`config.mk`:
```
export PLATFORM = sky130hd
export DESIGN_NAME = seq_divider
export DESIGN_NICKNAME = d
export VERILOG_FILES = /design/src/rtl/seq_divider.sv
export SDC_FILE = /design/constraint.sdc
export NUM_CORES = 1
export LEC_CHECK = 0
export ABC_AREA = 1
export BUFFER_PORTS_ARGS = -buffer_cell sky130_fd_sc_hd__buf_2
export CORE_MARGIN = 2
export CORE_UTILIZATION = 45
export CTS_CLUSTER_DIAMETER = 60
export DETAILED_ROUTE_END_ITERATION = 12
export PLACE_DENSITY_LB_ADDON = 0.1
export SLEW_MARGIN = 5
export SYNTH_ARGS = -nofsm -noshare
export SYNTH_HDL_FRONTEND = slang
export SYNTH_SLANG_ARGS = --single-unit
export TNS_END_PERCENT = 1
```
`constraint.sdc`:
```
create_clock -name clk -period 2.2 [get_ports clk]
set_input_delay 0.22 -clock clk [delete_from_list [all_inputs] [get_ports clk]]
set_output_delay 0.22 -clock clk [all_outputs]
set_load 0.05 [all_outputs]
```
`src/rtl/seq_divider.sv`:
```
// rtl/seq_divider.sv - sequential unsigned divider by repeated subtraction against an external >= comparator
module seq_divider #(
  parameter int WIDTH = 8
) (
  input  logic             clk,
  input  logic             rst_n,
  input  logic             start,
  input  logic [WIDTH-1:0] dividend,
  input  logic [WIDTH-1:0] divisor,
  output logic [WIDTH-1:0] cmp_a,
  output logic [WIDTH-1:0] cmp_b,
  input  logic             cmp_gte,
  output logic             busy,
  output logic             done,
  output logic [WIDTH-1:0] quotient,
  output logic [WIDTH-1:0] remainder,
  output logic             div_by_zero
);

  localparam logic [1:0] S_IDLE  = 2'd0;
  localparam logic [1:0] S_CHECK = 2'd1;
  localparam logic [1:0] S_DONE  = 2'd2;

  localparam logic [WIDTH-1:0] ONE = {{(WIDTH-1){1'b0}}, 1'b1};

  logic [1:0]       state;
  logic [WIDTH-1:0] rem;
  logic [WIDTH-1:0] dvs;
  logic [WIDTH-1:0] quot;

  // The comparator always sees the live working registers; its answer steers CHECK.
  assign cmp_a = rem;
  assign cmp_b = dvs;
  assign busy  = (state == S_CHECK);
  assign done  = (state == S_DONE);

  always_ff @(posedge clk or negedge rst_n) begin
    if (!rst_n) begin
      state       <= S_IDLE;
      rem         <= '0;
      dvs         <= '0;
      quot        <= '0;
      quotient    <= '0;
      remainder   <= '0;
      div_by_zero <= 1'b0;
    end else begin
      case (state)
        S_IDLE: begin
          if (start) begin
            rem  <= dividend;
            dvs  <= divisor;
            quot <= '0;
            if (divisor == '0) begin
              div_by_zero <= 1'b1;
              quotient    <= '1;
              remainder   <= dividend;
              state       <= S_DONE;
            end else begin
              div_by_zero <= 1'b0;
              quotient    <= '0;
              remainder   <= '0;
              state       <= S_CHECK;
            end
          end
        end
        S_CHECK: begin
          if (cmp_gte) begin
            rem  <= rem - dvs;
            quot <= quot + ONE;
          end else begin
            quotient  <= quot;
            remainder <= rem;
            state     <= S_DONE;
          end
        end
        S_DONE:  state <= S_IDLE;
        default: state <= S_IDLE;
      endcase
    end
  end

endmodule

```
==> summary.md, run 1 <==
| Metric | Value |
|---|---|
| Root buf cell | clkbuf_8 |
| Core Region | 0.00511 mm2 |
| Cell area after layout | 0.00283 mm2 |
| Clock Latency Late Sink | 0.30 ns |
| Total CTS buffers | 5 |
| Area grow syn2layout | 18.9% |
| CP endpoint kind | flop |
| Layout Utilization | 55.4% |
| Layout filler cell count | 499 |
| Max cap viols | 0 |
| Pin count of the biggest net entering global routing | 28 |
| Setup_tns | 0 ns |
| Syn Area/Cell | 7.95 um2 |
| Synth warn | 0 |
| Ys async rst share | 100% |
| Cell variety after synth | 30 |
| Max Slew Vio Count | 0 |
| Setup WS pre-CTS | 0.444 ns |
| Sequential-to-total area share from yosys stat | 45.3% |
| Via/cell ratio | 4.92 |
| DRC violations left | 0 |
| Most common cell in the netlist | nand2_1 |
| Most instantiated cells after synthesis | nand2_1, dfrtp_1, inv_1 |
| GRT overflow | 0 |
| First-pass GRT wire length | 9450 um |
| Top_reg_cell synth | dfrtp_1 |
| Synthesized cell area | 0.00238 mm2 |
| Antenna violations before repair | 0 |
| GPL Wtd Cong | 0.799 |
| Startpoint Class | flop |
| RSZ-0062 raised after global routing | false |
| Area of the multi-input gates | 0.00109 mm2 |
| Mapped Nets | 328 |
| Htree depth | 2 |
| Vias in the first global route | 1925 |
| Synth top area cells | dfrtp_1, nand2_1, inv_1 |
| Slew headroom | 62.9% |
| Detail Placement HPWL | 3950 um |
| Synthesized netlist cell count | 299 |
| Fin nets | 384 |
| Num rows | 26 |
| Post-layout min period | 1.76 ns |
| Setup WS post-layout | 0.442 ns |
| Die height | 76.7 um |
| Wire per inst | 12.6 um |
| Post-CTS sizing | 0 |
| CTS max path bufs | 2 |
| DR pass1 iterations | 4 |
| GRT Util Overall | 20.0% |
| Share of layout cells above drive strength 1 | 22.8% |
| Status | completed |
| ANT cells | 0 |
| Clock transition at path regs | 0.08 ns |
| Seq cells post-synth | 43 |
| Initial Util | 46.5% |
| Cell area after placement | 0.00270 mm2 |
| Arrival time at the worst endpoint | 1.98 ns |
| Hold Crit Class | in2reg |
| Setup violators final | 0 |
| Clock sinks | 43 |
| CTS tree | built |
| IO Port Bufs | 54 |
| Post-synth EDFFs | 0 |
| Vias | 2098 |
| Register area | 0.00108 mm2 |
| WL final | 5370 um |
| Fin crit share | 79.9% |
| Worst Tran Pin Value | 0.554 ns |
| Remaining antenna violation count | 0 |
| Iteration-0 DRC count of the detailed router | 117 |
| Max FO, Critical Path | 27 |
| Kind of critical path | reg2reg |
| Worst path required time | 2.42 ns |
| Largest area contributor in the netlist | dfrtp_1 |
| Endpoints failing hold | 0 |
| Synth top area share | 45.3% |
| Clk_skew | 0.00546 ns |
| I/O pin cnt | 55 |
| DIE WIDTH | 76.7 um |
| Peak Freq | 0.569 GHz |
| Die ar. | 0.00588 mm2 |
## metal layers
| layer | vias up | share of wire (%) | GRT usage, % |
|---|---|---|---|
| met5 | - | 0 | 0 |
| met4 | 0 | 1.0 | 5.45 |
| met3 | 6 | 5.4 | 4.59 |
| met2 | 63 | 43 | 29.6 |
| met1 | 948 | 51 | 29.5 |
| li1 | 1081 | - | - |
## repair_timing
action	4_1_cts	5_1_grt
hold buffers	1	0
buffers inserted	0	0
endpoints found under the hold margin	22	0
## registers in the layout (all words and copies together), names as in the netlist
signal and cells:
cmp_a 8, cmp_b 8, quot 8, quotient 8, remainder 8, state 2, div_by_zero 1
## area by class of cell
cell class	instances	area share, %
clock buffer	6	2.92
clock inverter	2	1.24
inverter	38	5.22
multi-input combinational	208	38.5
sequential	43	38.1
tap	70	3.10
timing repair buffer	59	11.0
## cell families (layout without fill, tap and decap cells)
group	after synthesis	after routing	share of synthesized area (%)
and+or+nand+nor	134	134	25.6
buffers and inverters	48	105	8.95
xor gates and xnor gates	2	2	0.737
DFF	43	43	45.3
AOI/OAI and AO/OA	63	63	14.4
adders and majority gates	9	9	5.05
## metrics by stage
| step | std cells | hold slack (ns) |
|---|---|---|
| after floorplan | 299 | -0.0756 |
| after global placement | 417 | 0.258 |
| after detailed placement | 417 | 0.246 |
| after CTS | 426 | 0.145 |
| after global routing | 426 | 0.163 |
| final | 426 | 0.149 |
## critical path: stages, from the launching register on
cell     delay (ns)
dfrtp_1        0.44
nor2_8         0.33
inv_4          0.19
o21ai_4        0.20
buf_4          0.25
o21ai_0        0.12
o21ai_1        0.14
## final timing paths
kind,from,slack [ns],end,cells after the start
min in group asynchronous,rst_n,0.44,cmp_a[6],2
max,state[1],0.44,quotient[4],6
min,divisor[5],0.15,cmp_b[5],3
max in group asynchronous,rst_n,1.17,quotient[5],3
min reg2reg,div_by_zero,0.49,div_by_zero,2
max reg2reg,state[1],0.44,quotient[4],6
## cell usage in the layout, fill, tap and decap left out, drive strengths merged
cell         netlist  routed
ha                 8       8
dfrtp             43      43
inv               38      38
bufinv             0       1
clkinv             0       1
a21oi             25      25
fa                 1       1
buf                7      58
nor3               3       3
a21o               2       2
a31oi              3       3
nor2              33      33
xor2               2       2
dlygate4sd3        0       1
nand2             66      66
nand3b             3       3
clkbuf             3       6
o21ai             33      33
nand4              2       2
nand3             23      23
and2               1       1
or2                3       3
Power of run 1 is left out: the tool's default activity adds up to more than one toggle a clock period on the data nets, which glitch-free logic cannot reach.
==> run 2: changes to the inputs <==
--- a/config.mk
+++ b/config.mk
@@ -5,7 +5,7 @@
 export SDC_FILE = /design/constraint.sdc
 export NUM_CORES = 1
 export LEC_CHECK = 0
-export ABC_AREA = 1
+export ABC_AREA = 0
 export BUFFER_PORTS_ARGS = -buffer_cell sky130_fd_sc_hd__buf_2
 export CORE_MARGIN = 2
 export CORE_UTILIZATION = 45
==> constraint.sdc (replaced) <==
create_clock -name clk -period 1.69 [get_ports clk]
set_input_delay 0.169 -clock clk [delete_from_list [all_inputs] [get_ports clk]]
set_output_delay 0.169 -clock clk [all_outputs]
set_load 0.05 [all_outputs]
==> summary.md, run 2 <==
| Metric | Value |
|---|---|
| Status | finished with violations |
| Failing checks | setup timing |
| Endpoints failing hold | 0 (unchanged) |
| RSZ-0062 raised after global routing | true |
| Antenna violations before repair | 0 (unchanged) |
| Total CTS buffers | 5 (unchanged) |
| Vias | 1976 (-5.8%) |
| Cell area after placement | 0.00284 mm2 (+5.1%) |
| Area grow syn2layout | 34.5% |
| Max Slew Vio Count | 0 (unchanged) |
| Setup WS post-layout | -0.200 ns (-0.642 ns) |
| IO Port Bufs | 54 (unchanged) |
| Share of layout cells above drive strength 1 | 41.3% (+19 points) |
| HP Start | divisor[5] |
| Die ar. | 0.00548 mm2 (-6.8%) |
| Ys async rst share | 100% (unchanged) |
| Post-layout min period | 1.89 ns (+0.132 ns) |
| CTS max path bufs | 2 (unchanged) |
| GPL Wtd Cong | 0.872 (+9.2%) |
| Detail Placement HPWL | 4010 um (+1.4%) |
| Most used cell, CP | inv_2 |
| Mapped Nets | 266 (-19%) |
| Worst path required time | 1.87 ns (-0.55 ns) |
| Fin nets | 350 (-8.9%) |
| Worst r2r src | cmp_a[0] |
| Synth top area cells | dfrtp_1, a21oi_1, nand2_1 |
| Seq cells post-synth | 43 (unchanged) |
| Synth top area share | 48.8% (+3.5 points) |
| Worst Tran Pin Value | 0.575 ns (+0.0211 ns) |
| CP endpoint kind | flop |
| Clock sinks | 43 (unchanged) |
| Clk_skew | 0.00515 ns (-0.000306 ns) |
| Iteration-0 DRC count of the detailed router | 85 (-27%) |
| Largest area contributor in the netlist | dfrtp_1 |
| Crit path cell chain | inv_2 -> ha_4 -> inv_2 -> fa_2 -> a211oi_2 -> o21bai_1 -> a21oi_1 -> mux2i_1 -> nand3_1 |
| Post-synth EDFFs | 0 (unchanged) |
| Most instantiated cells after synthesis | dfrtp_1, nand2_1, nor2_1 |
| Crit path buf inv count | 2 (unchanged) |
| Most frequent cells in the layout | buf_2, buf_4, nand2_1, dfrtp_1, nor2_1 |
| Max cap viols | 0 (unchanged) |
| First-pass GRT wire length | 8470 um (-10%) |
| Vias in the first global route | 1760 (-8.6%) |
| Cell variety after synth | 40 (+33%) |
| Reg2reg setup slack | -0.20 ns (-0.64 ns) |
| DR pass1 iterations | 4 (unchanged) |
| ANT cells | 0 (unchanged) |
| Via/cell ratio | 5.08 (+3.1%) |
| Die height | 74.0 um (-3.5%) |
| Htree depth | 2 (unchanged) |
| Reg2Reg Capture Point | cmp_a[6] |
| Sequential-to-total area share from yosys stat | 48.8% (+3.5 points) |
| GRT overflow | 0 (unchanged) |
| Arrival time at the worst endpoint | 2.07 ns (+0.09 ns) |
| Core Region | 0.00472 mm2 (-7.5%) |
| Most common cell in the netlist | dfrtp_1 |
| Crit path max-delay family | adder cells |
| Peak Freq | 0.529 GHz (-7.0%) |
| Wire per inst | 13.6 um (+7.9%) |
| Remaining antenna violation count | 0 (unchanged) |
| Synthesized cell area | 0.00221 mm2 (-7.2%) |
| I/O pin cnt | 55 (unchanged) |
| Syn Area/Cell | 9.31 um2 (+17%) |
| Num rows | 25 (-3.8%) |
| Setup violators final | 3 (+3) |
| Max FO, Critical Path | 3 (-89%) |
| Initial Util | 46.7% (+0.16 points) |
| Top_reg_cell synth | dfrtp_1 |
| R2R depth | 9 (+3) |
| Hold Crit Class | in2reg |
| WL final | 5290 um (-1.5%) |
| Root buf cell | clkbuf_8 |
| Clock transition at path regs | 0.09 ns (about the same) |
| Slowest CP cell | dfrtp_2 |
| CTS tree | built |
| Hold Crit Endpoint | cmp_b[5] |
| Pin count of the biggest net entering global routing | 34 (+21%) |
| Fin crit share | 112% (+32 points) |
| Clock Latency Late Sink | 0.30 ns (about the same) |
| Kind of critical path | reg2reg |
| Synthesized netlist cell count | 237 (-21%) |
| Synth warn | 0 (unchanged) |
| Cell area after layout | 0.00297 mm2 (+5.0%) |
| DRC violations left | 0 (unchanged) |
| Post-CTS Repair Setup Buffers | 0 (unchanged) |
| Most common cell after layout, fill and taps aside | buf_2 |
| DIE WIDTH | 74.0 um (-3.5%) |
| Worst path max stage delay | 0.42 ns (-0.02 ns) |
| Hold path depth | 3 (unchanged) |
| Slew headroom | 61.5% (-1.4 points) |
| GRT Util Overall | 20.5% (+0.51 points) |
| Startpoint Class | flop |
## run 2: cell count changes after synthesis, sizes merged, moves of 5 or more
cell,previous run,this run
nand2,66,29
xor2,2,7
nor2,33,28
a31oi,3,11
nand3,23,14
o21ai,33,14
inv,38,10
## run 2: logic make-up after synthesis
group / synth area share (%)
flops: 48.8
simple gates: 19.7
buf+inv: 3.80
fa+ha+maj: 5.45
mux: 2.44
compound gates: 16.2
xor+xnor: 3.57
## run 2: routing by layer
layer / routed length (um) / part of all wire [%] / track usage [%] / vias to the layer above
li1: - / - / - / 1000
met1: 2770 / 52 / 31.0 / 909
met2: 2160 / 41 / 29.5 / 63
met3: 319 / 6.0 / 4.88 / 4
met4: 44 / 0.83 / 5.45 / 0
met5: 0 / 0 / 0 / -
## run 2: worst reg2reg max path, stage by stage (launching register included)
cell,delay [ns]
dfrtp_2,0.42
inv_2,0.08
ha_4,0.13
inv_2,0.03
fa_2,0.35
a211oi_2,0.21
o21bai_1,0.10
a21oi_1,0.16
mux2i_1,0.20
nand3_1,0.08
## run 2: area by class of cell
type                    count  area, um2
fillers                   406       1760
multi-input cells         173       1110
flip-flops and latches     43       1090
repair buffers             88        547
well taps                  67       83.8
clock buffers               5       68.8
inverters                  10       40.0
clock inverters             3       20.0
## run 2: per-stage QoR
| step | util (%) | instances | setup TNS, ns | hold WS [ns] | worst slack, ns |
|---|---|---|---|---|---|
| after global placement | 60.1 | 380 | -0.484 | 0.192 | -0.173 |
| after detailed placement | 60.1 | 380 | -0.591 | 0.190 | -0.210 |
| final | 62.8 | 389 | -0.553 | 0.0859 | -0.200 |
| after CTS | 62.2 | 389 | -0.626 | 0.0836 | -0.237 |
| after floorplan | - | 237 | -0.763 | -0.127 | -0.275 |
| after global routing | 62.8 | 389 | -0.856 | 0.0926 | -0.312 |
## run 2: worst max-delay path by stage
stage | depth (start not counted) | slack [ns] | from | to
2_1_floorplan | 9 | -0.28 | cmp_a[0] | cmp_a[6]
3_3_place_gp | 9 | -0.17 | cmp_a[0] | cmp_a[6]
3_5_place_dp | 9 | -0.21 | cmp_a[0] | cmp_a[6]
4_1_cts | 9 | -0.24 | cmp_a[0] | cmp_a[6]
5_1_grt | 9 | -0.31 | cmp_a[0] | cmp_a[6]
6_report | 9 | -0.20 | cmp_a[0] | cmp_a[6]
## run 2: repair_timing
action | CTS | global route
pin swaps | 1 | 1
resized for setup | 1 | 10
endpoints found under the setup margin | 3 | 5
hold buffers | 1 | 0
endpoints found under the hold margin | 26 | 0
Power of run 2 is left out for the same reason.
==> run 3: changes to the inputs <==
--- a/config.mk
+++ b/config.mk
@@ -11,7 +11,7 @@
 export CORE_UTILIZATION = 45
 export CTS_CLUSTER_DIAMETER = 60
 export DETAILED_ROUTE_END_ITERATION = 12
-export PLACE_DENSITY_LB_ADDON = 0.1
+export PLACE_DENSITY = 0.69
 export SLEW_MARGIN = 5
 export SYNTH_ARGS = -nofsm -noshare
 export SYNTH_HDL_FRONTEND = slang
==> summary.md, run 3 (synthesized netlist as in run 2, its figures left out) <==
| Metric | Value |
|---|---|
| Reg2Reg Capture Point | cmp_a[6] |
| Arrival time at the worst endpoint | 2.08 ns (about the same) |
| CTS max path bufs | 2 (unchanged) |
| Endpoints failing hold | 0 (unchanged) |
| Post-CTS Repair Setup Buffers | 0 (unchanged) |
| Clock sinks | 43 (unchanged) |
| Crit path cell chain | inv_2 -> ha_4 -> inv_2 -> fa_2 -> a211oi_2 -> o21bai_1 -> a21oi_1 -> mux2i_1 -> nand3_1 |
| Slew headroom | 68.6% (+7.1 points) |
| Share of layout cells above drive strength 1 | 40.9% (-0.42 points) |
| Pin count of the biggest net entering global routing | 33 (-2.9%) |
| Worst path max stage delay | 0.41 ns (about the same) |
| Layout filler cell count | 425 (+4.7%) |
| M2 GR Usage | 33.0% (+3.6 points) |
| Setup violators final | 4 (+1) |
| Core Region | 0.00472 mm2 (unchanged) |
| Initial Util | 46.7% (unchanged) |
| Failing checks | setup timing |
| R2R depth | 9 (unchanged) |
| Most frequent cells in the layout | buf_2, nand2_1, dfrtp_1, nor2_1, buf_4 |
| Most used cell, CP | inv_2 |
| Setup WS pre-CTS | -0.250 ns (-0.0397 ns) |
| M3 GR Usage | 4.34% (-0.54 points) |
| ANT cells | 0 (unchanged) |
| Hold path depth | 3 (unchanged) |
| Root buf cell | clkbuf_8 |
| Hold Crit Class | in2reg |
| Antenna violations before repair | 0 (unchanged) |
| Worst r2r src | cmp_a[0] |
| Max cap viols | 0 (unchanged) |
| Gr busiest metal | met2 |
| Max Slew Vio Count | 0 (unchanged) |
| Wire per inst | 13.6 um (-0.22%) |
| Clock Latency Late Sink | 0.30 ns (about the same) |
| Crit path buf inv count | 2 (unchanged) |
| Startpoint Class | flop |
| Peak Freq | 0.528 GHz (-0.17%) |
| HP Start | divisor[6] |
| Fin crit share | 112% (+0.19 points) |
| Vias | 1956 (-1.0%) |
| Detail Placement HPWL | 4050 um (+1.0%) |
| Area grow syn2layout | 35.8% |
| Max FO, Critical Path | 3 (unchanged) |
| I/O pin cnt | 55 (unchanged) |
| IO Port Bufs | 54 (unchanged) |
| Vias in the first global route | 1842 (+4.7%) |
| GRT Util Overall | 21.9% (+1.4 points) |
| CP endpoint kind | flop |
| Via/cell ratio | 5.08 (about the same) |
| Most common cell after layout, fill and taps aside | buf_2 |
| Hold Crit Endpoint | cmp_b[6] |
| Status | finished with violations |
| Die height | 74.0 um (unchanged) |
| Post-layout min period | 1.89 ns (+0.00319 ns) |
| Fin nets | 346 (-1.1%) |
| WL final | 5230 um (-1.2%) |
| Num rows | 25 (unchanged) |
| Htree depth | 2 (unchanged) |
| Clk_skew | 0.00462 ns (-0.000531 ns) |
| DR pass1 iterations | 4 (unchanged) |
| First-pass GRT wire length | 9070 um (+7.0%) |
| Crit path max-delay family | adder cells |
| GPL Wtd Cong | 0.861 (-1.3%) |
| Non-Filler Instances | 385 (-1.0%) |
| Slowest CP cell | dfrtp_2 |
| DRC violations left | 0 (unchanged) |
| CTS tree | built |
| GRT overflow | 0 (unchanged) |
| Reg2reg setup slack | -0.20 ns (about the same) |
| Die ar. | 0.00548 mm2 (unchanged) |
| Worst Tran Pin Value | 0.471 ns (-0.105 ns) |
| Clock transition at path regs | 0.08 ns (about the same) |
| Kind of critical path | reg2reg |
| Met1 usage | 32.3% (+1.2 points) |
| Placed Cells incl. Taps | 376 (-1.1%) |
| RSZ-0062 raised after global routing | true |
| Setup WS post-layout | -0.203 ns (-0.00319 ns) |
| DIE WIDTH | 74.0 um (unchanged) |
| Total CTS buffers | 5 (unchanged) |
| Remaining antenna violation count | 0 (unchanged) |
| Iteration-0 DRC count of the detailed router | 157 (+85%) |
| Worst path required time | 1.87 ns (about the same) |
[run 3: tightest hold or removal path: stages]
cell and delay, ns:
buf_2 0.09, nand2_1 0.04, o21ai_0 0.06
[run 3: routing by layer]
layer  up-vias  routed length [um]
met5         -                   0
met1       905                2530
li1        990                   -
met4         0                  69
met3         6                 270
met2        55                2350
[run 3: repair_timing]
item	in CTS	in global routing
setup endpoints to repair	5	5
pin swaps	1	0
resized for setup	8	2
hold buffers	1	0
hold endpoints to repair	19	0
[run 3: final cells by class]
type | count | area [um2] | area share, %
Clock inverter | 3 | 43.8 | 1.46
Inverter | 10 | 37.5 | 1.25
Clock buffer | 5 | 68.8 | 2.30
Tap cell | 67 | 83.8 | 2.80
Sequential cell | 43 | 1090 | 36.5
Timing Repair Buffer | 84 | 554 | 18.5
Multi-Input combinational cell | 173 | 1110 | 37.2
[run 3: stage by stage]
| stage | instance area [um2] | TNS (ns) | hold slack, ns | util (%) |
|---|---|---|---|---|
| final | 3000 | -0.500 | 0.0950 | 63.4 |
| after global routing | 3000 | -0.883 | 0.106 | 63.4 |
| after CTS | 2990 | -0.525 | 0.0844 | 63.2 |
| after detailed placement | 2840 | -0.660 | 0.148 | 60.2 |
| after global placement | 2840 | -0.491 | 0.152 | 60.2 |
| after floorplan | 2270 | -0.763 | -0.127 | - |
[run 3: worst max path at each step]
stage	depth (start not counted)	slack [ns]	start	end
after floorplan	9	-0.28	cmp_a[0]	cmp_a[6]
after global placement	9	-0.20	cmp_a[0]	cmp_a[6]
after detailed placement	9	-0.25	cmp_a[0]	cmp_a[6]
after CTS	9	-0.20	cmp_a[0]	cmp_a[6]
after global routing	9	-0.30	cmp_a[0]	cmp_a[6]
final	9	-0.20	cmp_a[0]	cmp_a[6]
Power of run 3 is left out for the same reason.
